===== config.mk =====
export PLATFORM = sky130hd
export DESIGN_NAME = t5_fetch
export DESIGN_NICKNAME = d
export VERILOG_FILES = /design/src/rtl/t5_fetch.sv
export SDC_FILE = /design/constraint.sdc
export NUM_CORES = 1
export LEC_CHECK = 0
export ABC_CLOCK_PERIOD_IN_PS = 3150
export CAP_MARGIN = 20
export CORE_UTILIZATION = 40
export CTS_BUF_LIST = sky130_fd_sc_hd__clkbuf_2
export DETAILED_ROUTE_END_ITERATION = 16
export PLACE_DENSITY_LB_ADDON = 0.15
export SLEW_MARGIN = 20
export SYNTH_ARGS = -nofsm -noshare
export SYNTH_HDL_FRONTEND = slang
export SYNTH_SLANG_ARGS = --single-unit

===== constraint.sdc =====
create_clock -name sys_clk -period 3.15 [get_ports sys_clk]
set_clock_uncertainty 0.2 [all_clocks]
set_input_delay 0.7875 -clock sys_clk [delete_from_list [all_inputs] [get_ports sys_clk]]
set_output_delay 0.7875 -clock sys_clk [all_outputs]
set_load 0.005 [all_outputs]

===== src/rtl/t5_fetch.sv =====
// t5_fetch: multi-hart instruction fetch unit for the t5 barrel core.
// Round-robin issue over enabled harts onto a Wishbone classic I-port, one
// tagged instruction delivered per ack, per-hart redirects kill stale fetches.
// Optional bus-error support (iwb_err/ferr, hart parking) is built when
// T5_FETCH_BUSERR_EN is defined; the default build has no error path.
module t5_fetch #(
  parameter int              XLEN         = 32,
  parameter int              HLEN         = 2,
  parameter logic [XLEN-1:0] RESET_VEC    = 32'h0000_0000,
  parameter logic [XLEN-1:0] RESET_STRIDE = 32'h0000_0100
) (
  input  logic                   sys_clk,
  input  logic                   sys_rst,
  input  logic                   sys_ena,
  input  logic [(1<<HLEN)-1:0]   hart_ena,
  input  logic                   xbra,
  input  logic [HLEN-1:0]        xhart,
  input  logic [XLEN-1:0]        xbpc,
  output logic [29:0]            iwb_adr,
  output logic                   iwb_stb,
  output logic                   iwb_wre,
  output logic [3:0]             iwb_sel,
  input  logic                   iwb_ack,
  input  logic [31:0]            iwb_dat,
`ifdef T5_FETCH_BUSERR_EN
  input  logic                   iwb_err,
  output logic                   ferr,
`endif
  output logic                   fvld,
  output logic [31:0]            finst,
  output logic [XLEN-1:0]        fpc,
  output logic [HLEN-1:0]        fhart
);

  localparam int HARTS = 1 << HLEN;

  typedef enum logic {S_IDLE = 1'b0, S_BUSY = 1'b1} state_t;

  state_t          r_state;
  logic [XLEN-1:0] r_pc     [HARTS];
  logic [XLEN-1:0] w_pc_nxt [HARTS];
  logic [XLEN-1:2] r_adr;     // word address of the in-flight fetch
  logic [HLEN-1:0] r_cur;     // hart owning the in-flight fetch
  logic [HLEN-1:0] r_ptr;     // last issued hart (round-robin origin)
  logic            r_kill;    // in-flight fetch was redirected, drop it
  logic            r_fvld;
  logic [31:0]     r_finst;
  logic [XLEN-1:0] r_fpc;
  logic [HLEN-1:0] r_fhart;

  logic            w_busy, w_done, w_xcur, w_stale, w_ack_ok, w_any, w_issue;
  logic [HLEN-1:0] w_sel;
  logic [HARTS-1:0] w_park_nxt, w_elig;
  logic [XLEN-1:0] w_tgt;

  assign w_busy   = (r_state == S_BUSY);
  assign w_xcur   = xbra && (xhart == r_cur);
  // A redirect of the current hart in the completing cycle counts as a kill.
  assign w_stale  = r_kill || w_xcur;
  assign w_ack_ok = w_busy && iwb_ack && !w_stale;
  assign w_tgt    = xbpc & ~XLEN'(3);

`ifdef T5_FETCH_BUSERR_EN
  logic [HARTS-1:0] r_park;
  logic             r_ferr;
  logic             w_err_hit;

  assign w_done    = w_busy && (iwb_ack || iwb_err);
  assign w_err_hit = w_busy && iwb_err && !iwb_ack && !w_stale;
  assign ferr      = r_ferr;

  // Park a faulting hart; a redirect to it releases the park (redirect wins).
  always_comb begin
    w_park_nxt = r_park;
    for (int h = 0; h < HARTS; h++) begin
      if (w_err_hit && r_cur == HLEN'(h)) w_park_nxt[h] = 1'b1;
      if (xbra && xhart == HLEN'(h))      w_park_nxt[h] = 1'b0;
    end
  end

  // Park bits and the bus-error pulse.
  always_ff @(posedge sys_clk or negedge sys_rst) begin
    if (!sys_rst) begin
      r_park <= '0;
      r_ferr <= 1'b0;
    end else begin
      r_park <= w_park_nxt;
      r_ferr <= w_err_hit;
    end
  end
`else
  assign w_done     = w_busy && iwb_ack;
  assign w_park_nxt = '0;
`endif

  assign w_elig = hart_ena & ~w_park_nxt;

  // Next PC per hart: +4 on a good ack, redirect target overrides.
  always_comb begin
    for (int h = 0; h < HARTS; h++) begin
      w_pc_nxt[h] = r_pc[h];
      if (w_ack_ok && r_cur == HLEN'(h)) w_pc_nxt[h] = r_pc[h] + XLEN'(4);
      if (xbra && xhart == HLEN'(h))     w_pc_nxt[h] = w_tgt;
    end
  end

  // Round-robin pick: nearest eligible hart after r_ptr; r_ptr itself is last.
  always_comb begin
    w_sel = r_ptr;
    w_any = |w_elig;
    for (int i = HARTS; i >= 1; i--) begin
      if (w_elig[r_ptr + HLEN'(i)]) w_sel = r_ptr + HLEN'(i);
    end
  end

  assign w_issue = sys_ena && w_any && (!w_busy || w_done);

  // Per-hart program counters.
  always_ff @(posedge sys_clk or negedge sys_rst) begin
    if (!sys_rst) begin
      for (int h = 0; h < HARTS; h++) r_pc[h] <= RESET_VEC + XLEN'(h) * RESET_STRIDE;
    end else begin
      for (int h = 0; h < HARTS; h++) r_pc[h] <= w_pc_nxt[h];
    end
  end

  // Issue FSM plus registered delivery of completed fetches.
  always_ff @(posedge sys_clk or negedge sys_rst) begin
    if (!sys_rst) begin
      r_state <= S_IDLE;
      r_adr   <= '0;
      r_cur   <= '0;
      r_ptr   <= HLEN'(HARTS - 1);
      r_kill  <= 1'b0;
      r_fvld  <= 1'b0;
      r_finst <= '0;
      r_fpc   <= '0;
      r_fhart <= '0;
    end else begin
      r_fvld <= 1'b0;
      if (w_done) begin
        r_fvld  <= w_ack_ok;
        r_finst <= iwb_dat;
        r_fpc   <= {r_adr, 2'b00};
        r_fhart <= r_cur;
        r_kill  <= 1'b0;
      end else if (w_busy && w_xcur) begin
        r_kill  <= 1'b1;
      end
      if (w_issue) begin
        r_state <= S_BUSY;
        r_cur   <= w_sel;
        r_ptr   <= w_sel;
        r_adr   <= w_pc_nxt[w_sel][XLEN-1:2];
        r_kill  <= 1'b0;
      end else if (w_done) begin
        r_state <= S_IDLE;
      end
    end
  end

  assign iwb_stb = w_busy;
  assign iwb_adr = r_adr[31:2];
  assign iwb_wre = 1'b0;
  assign iwb_sel = 4'hF;
  assign fvld    = r_fvld;
  assign finst   = r_finst;
  assign fpc     = r_fpc;
  assign fhart   = r_fhart;

endmodule


==> flow_summary.toml, run 1 <==
[run_status]
outcome = "complete, no violations"

[cts]
path_clk_slew_ns = 0.10
post-cts-setup-buffers = 0
cts_sinks = 221
cts_tree = "done"
cts_buffers = 66
clockRootBuffer = "clkbuf_2"
insertion_delay_ns = 0.83
cts_max_level = 3
cts_buffer_depth = 3

[layout]
layout.cells.non_filler = 2020
layout-drive-gt1-share = 0.242
final_cell_mix = "214 x dfrtp_1, 190 x buf_4, 167 x clkdlybuf4s50_1, 127 x nor2_1, 120 x nand2_1"
finalInstanceArea_um2 = 15900
utilization = 0.553
layout_commonest_cell = "dfrtp_1"
area_growth_pct = 35.7
final_nets = 1670

[routing]
vias_per_cell = 5.48
dr_total_vias = 11062
drc = 0
wl_per_cell_um = 20.1
antenna_left = 0
drtIter0Drc = 892
drtPass1Iterations = 5
drt_wl_total_um = 40700

[worst_setup_path]
r2r_start = "r_cur[1]$_DFFE_PN0P_"
cp-start-kind = "input port"
reg2reg_depth = 11
path_class = "in -> reg"
end_kind = "register"
crit_path_max_fanout = 6
worstPathRequired_ns = 3.65
r2r_setup_slack_ns = 0.15
r2r-end = "iwb_adr[5]$_DFFE_PN0P_"
worstPathArrival_ns = 3.58

[sta]
setup_violations = 0
fmax_mhz = 325
setup_tns_ns = 0
worst_slew_pin_slew_ns = 0.728
timing.final.crit_share = 0.976
finalHoldViolCount = 0
slew_viol_final = 0
rsz0062_at_grt = "false"
relSlewSlack = 0.513
fin_crit_ns = 3.08

[placed_design]
placed_cells = 1906
routabilityCongestion = 0.925
io_buffer_count = 168
placedInstanceArea_um2 = 15300
hpwl_um = 31000

[synth]
synth.distinct_cells = 72
synth_top_area_frac = 0.458
synth.yosys.seq_area_share = 0.472
syn_area_per_cell_um2 = 9.62
synth-seq-cells = 221
syn_inst = 1220
async_flop_share = 1.00
yosys-top-cells-area = "dfrtp_1 46%, mux2_2 6.2%, xnor2_1 4.9%"
synth_edf_count = 0
yosysTopAreaCell = "dfrtp_1"
synth_area_um2 = 11700
synth_ff_type = "dfrtp_1"
ys_warn_count = 0

[floorplanning]
die-area_um2 = 30000
fp.dieW_um = 173
core_um2 = 28800
initial_core_util = 0.408
io-pin-count = 178
row_count = 62
die_height_um = 173

[global_routing]
grt_pass1_vias = 10815
grt_max_degree = 71
antenna_found_initial = 1
grt_first_pass_wirelength_um = 62800
grt_overflow = 0
grt_use_total = 0.274

[flow_run]
maxCapViolations = 0

[power_and_ir_drop]
p_leak_uw = 0.00661
p_per_area_nw_per_um2 = 676
vdd_drop_max_v = 0.000289

[min_path]
hold_path.class = "in -> async"
## flip-flops by register name, indices dropped and copies added (netlist names)
signal	cells
fpc	30
fhart	2
fvld	1
r_pc	120
r_kill	1
iwb_stb	1
iwb_adr	30
r_cur	2
finst	32
r_ptr	2
## where the power goes
group | internal, µW | switching, µW | leakage, µW | total [µW]
clock network | 1040 | 1290 | 0.000466 | 2330
logic | 2220 | 1810 | 0.00358 | 4030
registers | 3630 | 772 | 0.00257 | 4400
total | 6890 | 3880 | 0.00661 | 10800
## metal layers
metal	routed length, µm	global-route usage	vias to the layer above	part of all wire
met1	18000	0.385	5295	0.44
li1	-	-	5188	-
met4	1110	0.0970	0	0.027
met5	0	0	-	0
met2	17800	0.405	502	0.44
met3	3770	0.0721	77	0.093
## kinds of logic (layout without fill, tap and decap cells)
group | count (synthesis) | count (layout) | share of synthesized area
compound gates | 249 | 249 | 0.140
xor+xnor | 97 | 97 | 0.0730
fa+ha+maj | 4 | 4 | 0.00427
buf+inv | 95 | 505 | 0.0333
flops | 221 | 221 | 0.472
mux | 86 | 86 | 0.0814
other cells | 2 | 8 | 0.000640
simple gates | 466 | 466 | 0.196
## critical path, stage by stage
cell             delay (ns)
clkdlybuf4s50_1        0.62
nand2_1                0.18
buf_4                  0.18
o2111ai_1              0.22
buf_4                  0.18
buf_4                  0.12
nor2_1                 0.05
xnor2_1                0.16
o21ai_0                0.23
a222oi_1               0.56
buf_4                  0.19
o21ai_0                0.09
## stage by stage
stage,worst slack (ns),hold WS (ns),total power (µW)
finish,0.0746,0.299,10800
global route,0.00197,0.277,11400
CTS,0.0769,0.273,10800
floorplan,0.201,0.264,5960
global placement,-0.627,0.272,8340
detailed placement,-0.689,0.289,8410
## area by class of cell
| class | count | area (µm²) |
|---|---|---|
| fill | 2665 | 12900 |
| multi-input combinational | 909 | 5870 |
| sequential | 221 | 5540 |
| timing repair buffer | 369 | 3320 |
| tap | 384 | 480 |
| clock buffer | 94 | 470 |
| clock inverter | 18 | 149 |
| inverter | 24 | 90.1 |
| antenna | 1 | 2.50 |
## repair_timing
action | CTS | global route
endpoints found under the setup margin | 0 | 11
hold endpoints to repair | 60 | 0
resized for setup | 0 | 8
hold buffers | 1 | 0
## worst max-delay path by stage
stage	startpoint	to	slack (ns)	cells after the start
2_1_floorplan	xhart[1]	iwb_adr[22]$_DFFE_PN0P_	0.20	8
3_3_place_gp	iwb_ack	iwb_adr[22]$_DFFE_PN0P_	-0.63	8
3_5_place_dp	iwb_ack	iwb_adr[24]$_DFFE_PN0P_	-0.69	9
4_1_cts	r_cur[1]$_DFFE_PN0P_	iwb_adr[24]$_DFFE_PN0P_	0.08	8
5_1_grt	r_pc[34]$_DFF_PN0_	iwb_adr[24]$_DFFE_PN0P_	0.002	9
6_report	xhart[0]	iwb_adr[5]$_DFFE_PN0P_	0.07	12
## synthesized netlist by cell type, types with 11 or more instances
| library cell | count |
|---|---|
| o21ai_0 | 65 |
| inv_1 | 24 |
| nand2_1 | 121 |
| and4_1 | 16 |
| dfrtp_1 | 215 |
| nor3_1 | 27 |
| nor2_1 | 127 |
| clkbuf_1 | 58 |
| xnor2_1 | 65 |
| a21oi_1 | 58 |
| mux2_2 | 65 |
| nand3_1 | 46 |
| xor2_1 | 31 |
| or3_1 | 13 |
| a31oi_1 | 22 |
| nor4_1 | 24 |
| nand2b_1 | 11 |
| and3_1 | 16 |
| a211oi_1 | 21 |
| mux2i_1 | 20 |
| nand4_1 | 31 |
Power figures use the tool's default switching activity.
==> inputs of run 2 (changes only) <==
--- a/config.mk
+++ b/config.mk
@@ -6,7 +6,6 @@
 export NUM_CORES = 1
 export LEC_CHECK = 0
 export ABC_CLOCK_PERIOD_IN_PS = 3150
-export CAP_MARGIN = 20
 export CORE_UTILIZATION = 40
 export CTS_BUF_LIST = sky130_fd_sc_hd__clkbuf_2
 export DETAILED_ROUTE_END_ITERATION = 16
==> results of run 2 <==
The final DEF is identical to that of run 1; final timing and power are the same.
